[src/rtl/tft_pkg.sv]
// Shared definitions for the TFT rectangle writer: panel commands, header
// length, FSM states and the header word mux.
package tft_pkg;

    localparam logic [7:0] CMD_CASET = 8'h2A;
    localparam logic [7:0] CMD_PASET = 8'h2B;
    localparam logic [7:0] CMD_RAMWR = 8'h2C;

    localparam int unsigned HDR_WORDS = 11;

    typedef enum logic [1:0] {
        IDLE,
        HDR,
        PIX,
        FIN
    } state_t;

    // Header word idx as {dcx, data}; address bytes go out high byte first.
    function automatic logic [16:0] hdr_word(
        input logic [3:0]  idx,
        input logic [15:0] xs,
        input logic [15:0] xe,
        input logic [15:0] ys,
        input logic [15:0] ye
    );
        logic [16:0] w;
        w = {1'b0, 8'h00, CMD_RAMWR};
        case (idx)
            4'd0:    w = {1'b0, 8'h00, CMD_CASET};
            4'd1:    w = {1'b1, 8'h00, xs[15:8]};
            4'd2:    w = {1'b1, 8'h00, xs[7:0]};
            4'd3:    w = {1'b1, 8'h00, xe[15:8]};
            4'd4:    w = {1'b1, 8'h00, xe[7:0]};
            4'd5:    w = {1'b0, 8'h00, CMD_PASET};
            4'd6:    w = {1'b1, 8'h00, ys[15:8]};
            4'd7:    w = {1'b1, 8'h00, ys[7:0]};
            4'd8:    w = {1'b1, 8'h00, ye[15:8]};
            4'd9:    w = {1'b1, 8'h00, ye[7:0]};
            default: w = {1'b0, 8'h00, CMD_RAMWR};
        endcase
        return w;
    endfunction

endpackage

[src/rtl/tft_bus_write.sv]
// Single-word 8080 write strobe generator. A word starts on the edge where
// start is seen with ready high; wrn is then low WR_LOW cycles and high
// WR_HIGH cycles. ready is high while idle and in the last high cycle, so
// words can be chained with no gap. csn stays low across chained words.
module tft_bus_write #(
    parameter int unsigned WR_LOW  = 1,
    parameter int unsigned WR_HIGH = 1
) (
    input  logic        clk,
    input  logic        arstn,
    input  logic        start,
    input  logic        dcx,
    input  logic [15:0] data,
    output logic        csn,
    output logic        wrn,
    output logic        bus_dcx,
    output logic [15:0] bus_data,
    output logic        ready
);

    localparam logic [15:0] LOW_LAST  = 16'(WR_LOW - 1);
    localparam logic [15:0] HIGH_LAST = 16'(WR_HIGH - 1);

    logic        active;
    logic [15:0] cnt;

    assign ready = !active || (wrn && (cnt == HIGH_LAST));

    // Phase counter and bus registers; data/dcx only change at a word start.
    always_ff @(posedge clk or negedge arstn) begin
        if (!arstn) begin
            active   <= 1'b0;
            cnt      <= '0;
            csn      <= 1'b1;
            wrn      <= 1'b1;
            bus_dcx  <= 1'b1;
            bus_data <= '0;
        end else if (start && ready) begin
            active   <= 1'b1;
            cnt      <= '0;
            csn      <= 1'b0;
            wrn      <= 1'b0;
            bus_dcx  <= dcx;
            bus_data <= data;
        end else if (active) begin
            if (!wrn) begin
                if (cnt == LOW_LAST) begin
                    wrn <= 1'b1;
                    cnt <= '0;
                end else begin
                    cnt <= cnt + 16'd1;
                end
            end else if (cnt == HIGH_LAST) begin
                active <= 1'b0;
                csn    <= 1'b1;
            end else begin
                cnt <= cnt + 16'd1;
            end
        end
    end

endmodule

[src/rtl/tft_rect_writer.sv]
// Rectangle fill writer for an ILI9341-class panel on a 16-bit 8080 bus:
// column/page address setup, memory write command, then one colour word per
// pixel pulled from the requester with cnext.
module tft_rect_writer #(
    parameter int unsigned WR_LOW  = 1,
    parameter int unsigned WR_HIGH = 1
) (
    input  logic        clk,
    input  logic        arstn,
    input  logic        draw,
    input  logic [15:0] xstart,
    input  logic [15:0] xend,
    input  logic [15:0] ystart,
    input  logic [15:0] yend,
    input  logic [15:0] color,
    output logic        cnext,
    output logic        done,
    output logic        busy,
    output logic        tft_csn,
    output logic        tft_dcx,
    output logic        tft_wrn,
    output logic [15:0] tft_data
);

    import tft_pkg::*;

    state_t      state, state_nxt;
    logic [15:0] xs_r, xe_r, ys_r, ye_r;
    logic [15:0] col, row;
    logic [15:0] col_last, row_last;
    logic [3:0]  hdr_idx;
    logic        last_issued;
    logic        win_ok;
    logic        accept;
    logic        wr_start;
    logic        wr_dcx;
    logic [15:0] wr_data;
    logic        wr_ready;

    assign win_ok   = (xend >= xstart) && (yend >= ystart);
    assign accept   = draw && win_ok && ((state == IDLE) || (state == FIN));
    assign col_last = xe_r - xs_r;
    assign row_last = ye_r - ys_r;

    tft_bus_write #(
        .WR_LOW  (WR_LOW),
        .WR_HIGH (WR_HIGH)
    ) u_bus (
        .clk      (clk),
        .arstn    (arstn),
        .start    (wr_start),
        .dcx      (wr_dcx),
        .data     (wr_data),
        .csn      (tft_csn),
        .wrn      (tft_wrn),
        .bus_dcx  (tft_dcx),
        .bus_data (tft_data),
        .ready    (wr_ready)
    );

    // State register.
    always_ff @(posedge clk or negedge arstn) begin
        if (!arstn) begin
            state <= IDLE;
        end else begin
            state <= state_nxt;
        end
    end

    // Next-state logic; FIN accepts a new draw just like IDLE.
    always_comb begin
        state_nxt = state;
        case (state)
            IDLE, FIN: begin
                if (draw) begin
                    state_nxt = win_ok ? HDR : FIN;
                end else begin
                    state_nxt = IDLE;
                end
            end
            HDR: begin
                if (wr_ready && (hdr_idx == 4'(HDR_WORDS - 1))) begin
                    state_nxt = PIX;
                end
            end
            PIX: begin
                if (wr_ready && last_issued) begin
                    state_nxt = FIN;
                end
            end
            default: state_nxt = IDLE;
        endcase
    end

    // Outputs and word issue: word 0 starts on the accepting edge itself.
    always_comb begin
        busy     = (state == HDR) || (state == PIX);
        done     = (state == FIN);
        wr_start = 1'b0;
        wr_dcx   = 1'b1;
        wr_data  = '0;
        case (state)
            IDLE, FIN: begin
                if (draw && win_ok) begin
                    wr_start          = 1'b1;
                    {wr_dcx, wr_data} = hdr_word(4'd0, xs_r, xe_r, ys_r, ye_r);
                end
            end
            HDR: begin
                if (wr_ready) begin
                    wr_start          = 1'b1;
                    {wr_dcx, wr_data} = hdr_word(hdr_idx, xs_r, xe_r, ys_r, ye_r);
                end
            end
            PIX: begin
                if (wr_ready && !last_issued) begin
                    wr_start = 1'b1;
                    wr_dcx   = 1'b1;
                    wr_data  = color;
                end
            end
            default: ;
        endcase
    end

    // Window latch, header index, row-major pixel counters and cnext pulse.
    always_ff @(posedge clk or negedge arstn) begin
        if (!arstn) begin
            xs_r        <= '0;
            xe_r        <= '0;
            ys_r        <= '0;
            ye_r        <= '0;
            col         <= '0;
            row         <= '0;
            hdr_idx     <= '0;
            last_issued <= 1'b0;
            cnext       <= 1'b0;
        end else begin
            cnext <= 1'b0;
            if (accept) begin
                xs_r        <= xstart;
                xe_r        <= xend;
                ys_r        <= ystart;
                ye_r        <= yend;
                col         <= '0;
                row         <= '0;
                hdr_idx     <= 4'd1;
                last_issued <= 1'b0;
            end else if ((state == HDR) && wr_ready) begin
                hdr_idx <= hdr_idx + 4'd1;
            end else if ((state == PIX) && wr_start) begin
                cnext <= 1'b1;
                if (col == col_last) begin
                    col <= '0;
                    if (row == row_last) begin
                        last_issued <= 1'b1;
                    end else begin
                        row <= row + 16'd1;
                    end
                end else begin
                    col <= col + 16'd1;
                end
            end
        end
    end

endmodule

[config.mk]
export PLATFORM = sky130hd
export DESIGN_NAME = tft_rect_writer
export DESIGN_NICKNAME = d
export VERILOG_FILES = /design/src/rtl/tft_pkg.sv /design/src/rtl/tft_bus_write.sv /design/src/rtl/tft_rect_writer.sv
export SDC_FILE = /design/constraint.sdc
export NUM_CORES = 1
export LEC_CHECK = 0
export BUFFER_PORTS_ARGS = -buffer_cell sky130_fd_sc_hd__buf_4
export CORE_AREA = 2 2 151 153
export CTS_CLUSTER_SIZE = 30
export DETAILED_ROUTE_END_ITERATION = 12
export DIE_AREA = 0 0 153 155
export PLACE_DENSITY_LB_ADDON = 0.08
export SETUP_SLACK_MARGIN = 0.1
export SYNTH_ARGS = -nofsm -noshare
export SYNTH_HDL_FRONTEND = slang
export SYNTH_SLANG_ARGS = --single-unit
[constraint.sdc]
create_clock -name clk -period 4.9 [get_ports clk]
set_input_delay 0.49 -clock clk [delete_from_list [all_inputs] [get_ports clk]]
set_output_delay 0.49 -clock clk [all_outputs]
set_load 0.01 [all_outputs]
==> flow_summary.json, run 1 <==
{
  "ys.flop_type": "dfrtp_1",
  "fin_tns_setup_ns": 0,
  "rsz0062_at_grt": "false",
  "status": "finished, final reports clean",
  "root_buffer": "clkbuf_16",
  "cts_buffers": 17,
  "globalplace.congestion": 0.907,
  "finalCritPeriodShare_pct": 80.4,
  "worst-path-buf-inv": 0,
  "arrival_ns": 4.30,
  "yosysWarningCount": 0,
  "io_pins": 105,
  "leakagePower_nw": 5.40,
  "io_buffers": 104,
  "initial_utilization_pct": 44.0,
  "clkLatencyLatePin_ns": 0.44,
  "syn_inst": 1171,
  "die_area_um2": 23700,
  "max_freq_mhz": 254,
  "grt.total_usage_pct": 24.5,
  "syn_to_final_growth_pct": 16.1,
  "cp_top_family": "simple AND/OR/NAND/NOR gates",
  "grt_max_degree": 52,
  "avgViaCountPerCell": 5.73,
  "num_rows": 55,
  "synth_top_area_cell": "dfrtp_1",
  "grt_pass1_wl_mm": 46.7,
  "powerDensity_nw_per_um2": 672,
  "wl_per_cell_um": 18.5,
  "syn-num-nets": 1329,
  "first_pass_iters": 7,
  "end_kind": "flip-flop",
  "hp-class": "in2reg",
  "worst_slew_pin_slew_ns": 0.906,
  "critical_path_class": "reg2reg",
  "ys_async_sr_fraction_pct": 100,
  "dp_cells": 1512,
  "yosysUniqueCellTypes": 75,
  "seq_area_um2": 3510,
  "grt-ovfl-total": 0,
  "fin_skew_ns": 0.0144,
  "cts_tree": "done",
  "first_global_vias": 8666,
  "r2r_slack_ns": 0.96,
  "fp.dieH_um": 155,
  "multiInputGateArea_um2": 5650,
  "drtIter0Drc": 546,
  "ir_drop_uv": 255,
  "cts.repair.resized": 0,
  "ys_ff_latch": 140,
  "syn_area_um2": 9780,
  "syn_area_per_cell_um2": 8.35,
  "post_dp_cell_area_um2": 10700,
  "yosysTopAreaCellShare_pct": 35.1,
  "cp-start-kind": "flip-flop",
  "drv_slew": 0,
  "max-cap-violations": 0,
  "critPathMaxStageDelay_ns": 0.70,
  "num-fill-cells": 2183,
  "htree_num_levels": 4,
  "fin_util_pct": 51.0,
  "dr_total_vias": 8847,
  "drtAntennaViolNets": 0,
  "n_antenna_cell": 0,
  "timing.hold.ws_ns": 0.253,
  "final_cell_area_um2": 11300,
  "wl_mm": 28.5,
  "hpwl_mm": 21.1,
  "crit_path_cell_trace": "ha_1 > fa_1 > xor2_1 > nand2_1 > a221o_1 > a2111oi_4 > nand4_2 > nor4b_4 > nand3_4 > or4_1 > a21oi_1",
  "synth_edf_count": 0,
  "setup_violations": 0,
  "seq_area_frac_synth_pct": 35.9,
  "final_cell_mix": "nand2_1 (193), dfrtp_1 (137), buf_4 (112), o21ai_0 (107), inv_1 (88)",
  "place_ws_ns": 0.966,
  "crit_required_ns": 5.26,
  "cts.path.max_buffers": 2,
  "critPathMaxFanout": 23,
  "clock_sinks": 140,
  "finalHoldViolations": 0,
  "clk_pin_slew_ns": 0.07,
  "drc": 0,
  "antenna_found_initial": 0,
  "die_w_um": 153,
  "max_slew_margin_pct": 39.6,
  "nets": 1405,
  "ys_top_cells_by_area": "dfrtp_1 (35%), ha_1 (9.3%), nand2_1 (7.4%)",
  "layout-drive-gt1-share_pct": 13.0,
  "core_region_area_um2": 22200,
  "finalNonFillerCells": 1545,
  "final_common_cell": "nand2_1",
  "power_mw": 7.63,
  "crit_slowest_cell": "nor4b_4",
  "period_minus_slack_ns": 3.94,
  "fin_ws_ns": 0.961
}
sequential cells by signal, indices dropped and copies added, names as in the netlist:
register / flops
col: 16
row: 16
u_bus.csn: 1
ys_r: 16
ye_r: 16
u_bus.wrn: 1
u_bus.bus_dcx: 1
u_bus.cnt: 16
state: 2
hdr_idx: 4
last_issued: 1
u_bus.active: 1
u_bus.bus_data: 16
cnext: 1
xe_r: 16
xs_r: 16
report_power, final:
group | total (mW) | leakage, nW | switching [mW] | internal [mW]
registers | 2.14 | 1.70 | 0.517 | 1.62
clock network | 1.36 | 0.288 | 0.557 | 0.805
logic | 4.13 | 3.42 | 2.42 | 1.71
total | 7.63 | 5.40 | 3.49 | 4.13
area by class of cell:
cell class                 count  area share, %
multi-input combinational    883           49.8
sequential                   140           30.9
timing repair buffer         116           7.95
clock buffer                  19           3.82
tap                          285           3.14
inverter                      89           2.94
clock inverter                13           1.48
kinds of logic after synthesis:
kind of cell | count (synthesis) | share of synthesized area [%]
AOI/OAI and AO/OA | 342 | 22.3
xor gates and xnor gates | 50 | 4.48
adders and majority gates | 75 | 9.75
buffers and inverters | 148 | 6.40
DFF | 140 | 35.9
muxes | 13 | 1.34
and+or+nand+nor | 403 | 19.8
Yosys cell counts (3+ instances only):
cell type / number
a221oi_1: 7
nor3_1: 22
o211ai_1: 8
nor2b_1: 8
a22oi_1: 14
o22ai_1: 5
and2_1: 15
a2111oi_0: 5
inv_1: 88
nand2_1: 193
a22o_1: 11
a21oi_1: 85
dfstp_2: 3
xnor2_1: 28
nand4_1: 9
o21a_1: 7
a21o_1: 17
nor2_1: 48
and3_1: 15
nor4_1: 9
nand2b_1: 13
a211oi_1: 11
o21ai_0: 107
nand3_1: 33
clkbuf_8: 3
ha_1: 73
or4_1: 9
o2111ai_1: 5
or3_1: 7
o2111a_1: 3
nand4b_1: 4
buf_6: 4
buf_1: 3
clkbuf_1: 45
dfrtp_1: 137
o31ai_1: 12
mux2i_1: 12
a222oi_1: 6
a221o_1: 7
xor2_1: 22
a31oi_1: 15
routing by layer:
metal  global-route usage [%]  share of wire [%]  routed length [um]
met1                     34.4                 46               13300
met2                     40.0                 47               13500
met3                     3.51                4.7                1340
met4                     6.35                1.7                 473
met5                        0                  0                   0
timing repair:
item                                   4_1_cts  5_1_grt
endpoints found under the hold margin       29        0
buffers inserted                             0        0
hold buffers                                 1        0
worst paths after layout:
check	cells after the start	from	to
max in group asynchronous	3	arstn	xs_r[1]$_DFFE_PN0P_
hold reg to reg	1	u_bus.bus_dcx$_DFFE_PN1P_	u_bus.bus_dcx$_DFFE_PN1P_
min in group asynchronous	2	arstn	col[11]$_DFFE_PN0P_
hold / removal	3	xend[11]	xe_r[11]$_DFFE_PN0P_
setup / recovery	11	xs_r[0]$_DFFE_PN0P_	row[5]$_DFFE_PN0P_
setup reg to reg	11	xs_r[0]$_DFFE_PN0P_	row[5]$_DFFE_PN0P_
worst reg2reg max path: cells and delay by family (launching register included):
kind,cells,cell delay (ns)
flops,1,0.39
xor+xnor,1,0.14
fa+ha+maj,2,0.71
compound gates,3,0.75
simple gates,5,1.86
(Power assumes the default switching activity.)
==> run 2: changes to the inputs <==
- clock period: 4.9 -> 3.9 ns (I/O delays scaled with it)
==> flow_summary.json, run 2 (same netlist as run 1, synthesis figures left out) <==
{
  "fin_ws_ns": 0.329,
  "crit_path_cell_trace": "ha_1 > fa_1 > nor2b_1 > o2111a_1 > o221a_2 > o21ai_0 > o211a_1 > nor3_1 > nor4_4 > buf_4 > or4_1 > a21oi_1",
  "drtIter0Drc": 600,
  "crit_cells": 12,
  "grt-ovfl-total": 0,
  "dp_cells": 1515,
  "antenna_found_initial": 0,
  "place_ws_ns": 0.328,
  "layout-drive-gt1-share_pct": 13.4,
  "hp-class": "in2async",
  "r2r_slack_ns": 0.33,
  "clkLatencyLatePin_ns": 0.43,
  "cp_top_family": "simple AND/OR/NAND/NOR gates",
  "crit_slowest_cell": "or4_1",
  "end_kind": "flip-flop",
  "num-fill-cells": 2142,
  "crit_path_start": "ys_r[0]$_DFFE_PN0P_",
  "num_rows": 55,
  "hpwl_mm": 20.6,
  "avgViaCountPerCell": 5.72,
  "nets": 1407,
  "critPathMaxFanout": 24,
  "clk_pin_slew_ns": 0.07,
  "fin_skew_ns": 0.0111,
  "drtAntennaViolNets": 0,
  "drv_slew": 0,
  "max-cap-violations": 0,
  "final_cell_mix": "nand2_1 (193), dfrtp_1 (137), buf_4 (114), o21ai_0 (107), inv_1 (88)",
  "leakagePower_nw": 5.44,
  "critPathMaxStageDelay_ns": 0.48,
  "worst-path-buf-inv": 1,
  "clock_sinks": 140,
  "final_common_cell": "nand2_1",
  "cts_setup_buffers": 0,
  "worst_slew_pin_slew_ns": 0.934,
  "dr_total_vias": 8839,
  "io_pins": 105,
  "max_freq_mhz": 280,
  "initial_utilization_pct": 44.0,
  "regToRegEndpoint": "row[7]$_DFFE_PN0P_",
  "powerDensity_nw_per_um2": 842,
  "drc": 0,
  "cp-start-kind": "flip-flop",
  "cts.path.max_buffers": 2,
  "cts_tree": "done",
  "finalHoldViolations": 0,
  "die_area_um2": 23700,
  "grt_pass1_wl_mm": 45.6,
  "htree_num_levels": 4,
  "finalCritPeriodShare_pct": 91.6,
  "cts_buffers": 17,
  "ir_drop_uv": 343,
  "globalplace.congestion": 0.896,
  "die_w_um": 153,
  "grt_max_degree": 97,
  "setup_violations": 0,
  "core_region_area_um2": 22200,
  "n_antenna_cell": 0,
  "r2r_cells": 12,
  "status": "finished, final reports clean",
  "first_global_vias": 8530,
  "syn_to_final_growth_pct": 16.6,
  "max_slew_margin_pct": 37.8,
  "wl_per_cell_um": 18.2,
  "root_buffer": "clkbuf_16",
  "fp.dieH_um": 155,
  "arrival_ns": 3.93,
  "critical_path_class": "reg2reg",
  "crit_end": "row[7]$_DFFE_PN0P_",
  "grt.total_usage_pct": 23.9,
  "crit_required_ns": 4.26,
  "period_minus_slack_ns": 3.57,
  "fin_tns_setup_ns": 0,
  "finalNonFillerCells": 1546,
  "r2r-start": "ys_r[0]$_DFFE_PN0P_",
  "first_pass_iters": 6,
  "rsz0062_at_grt": "false",
  "wl_mm": 28.1,
  "io_buffers": 104
}
==> run 2: cell count changes in the layout (fill, tap and decap cells not counted), sizes merged <==
cell and delta:
buf +3, inv +1, dlygate4sd3 -1, clkinvlp -2
clkbuf -1, bufinv +1
==> run 2: timing repair <==
item / 4_1_cts / 5_1_grt
endpoints found under the setup margin: 0 / 2
hold buffers: 0 / 0
gates resized for setup: 0 / 1
==> run 2: area by class of cell <==
| cell class | count | area, um2 | share of cell area, % |
|---|---|---|---|
| Clock buffer | 18 | 439 | 3.85 |
| Clock inverter | 13 | 188 | 1.65 |
| Inverter | 89 | 334 | 2.93 |
| Multi-Input combinational cell | 883 | 5650 | 49.5 |
| Sequential cell | 140 | 3510 | 30.8 |
| Tap cell | 285 | 357 | 3.13 |
| Timing Repair Buffer | 118 | 927 | 8.13 |
==> run 2: stage by stage <==
| step | hold slack, ns | power [mW] | utilization (%) | cell area (um2) |
|---|---|---|---|---|
| after floorplan | 0.0944 | 6.32 | - | 9780 |
| after global placement | 0.472 | 7.73 | 48.5 | 10800 |
| after detailed placement | 0.477 | 7.76 | 48.5 | 10800 |
| after CTS | 0.119 | 9.58 | 51.3 | 11400 |
| after global routing | 0.134 | 10.3 | 51.3 | 11400 |
| final | 0.0627 | 9.60 | 51.3 | 11400 |
==> run 2: worst min-delay path by stage <==
| stage | startpoint | to | slack, ns | depth (start not counted) |
|---|---|---|---|---|
| floorplan | arstn | cnext$_DFF_PN0_ | 0.09 | 0 |
| global placement | u_bus.bus_dcx$_DFFE_PN1P_ | u_bus.bus_dcx$_DFFE_PN1P_ | 0.47 | 1 |
| detailed placement | u_bus.bus_dcx$_DFFE_PN1P_ | u_bus.bus_dcx$_DFFE_PN1P_ | 0.48 | 1 |
| CTS | arstn | col[11]$_DFFE_PN0P_ | 0.12 | 1 |
| global route | arstn | col[8]$_DFFE_PN0P_ | 0.13 | 1 |
| finish | arstn | col[8]$_DFFE_PN0P_ | 0.06 | 1 |
==> run 2: power breakdown <==
| part | switching, mW | total (mW) | internal, mW |
|---|---|---|---|
| Sequential | 0.700 | 2.73 | 2.03 |
| Combinational | 2.92 | 5.07 | 2.15 |
| Clock | 0.697 | 1.79 | 1.09 |
| Total | 4.32 | 9.60 | 5.28 |
==> run 2: per-layer routing <==
| metal | vias to the layer above | track usage (%) | wire [um] |
|---|---|---|---|
| li1 | 4328 | - | - |
| met1 | 4251 | 33.2 | 13100 |
| met2 | 236 | 38.9 | 13200 |
| met3 | 24 | 4.79 | 1500 |
| met4 | 0 | 5.25 | 372 |
| met5 | - | 0 | 0 |
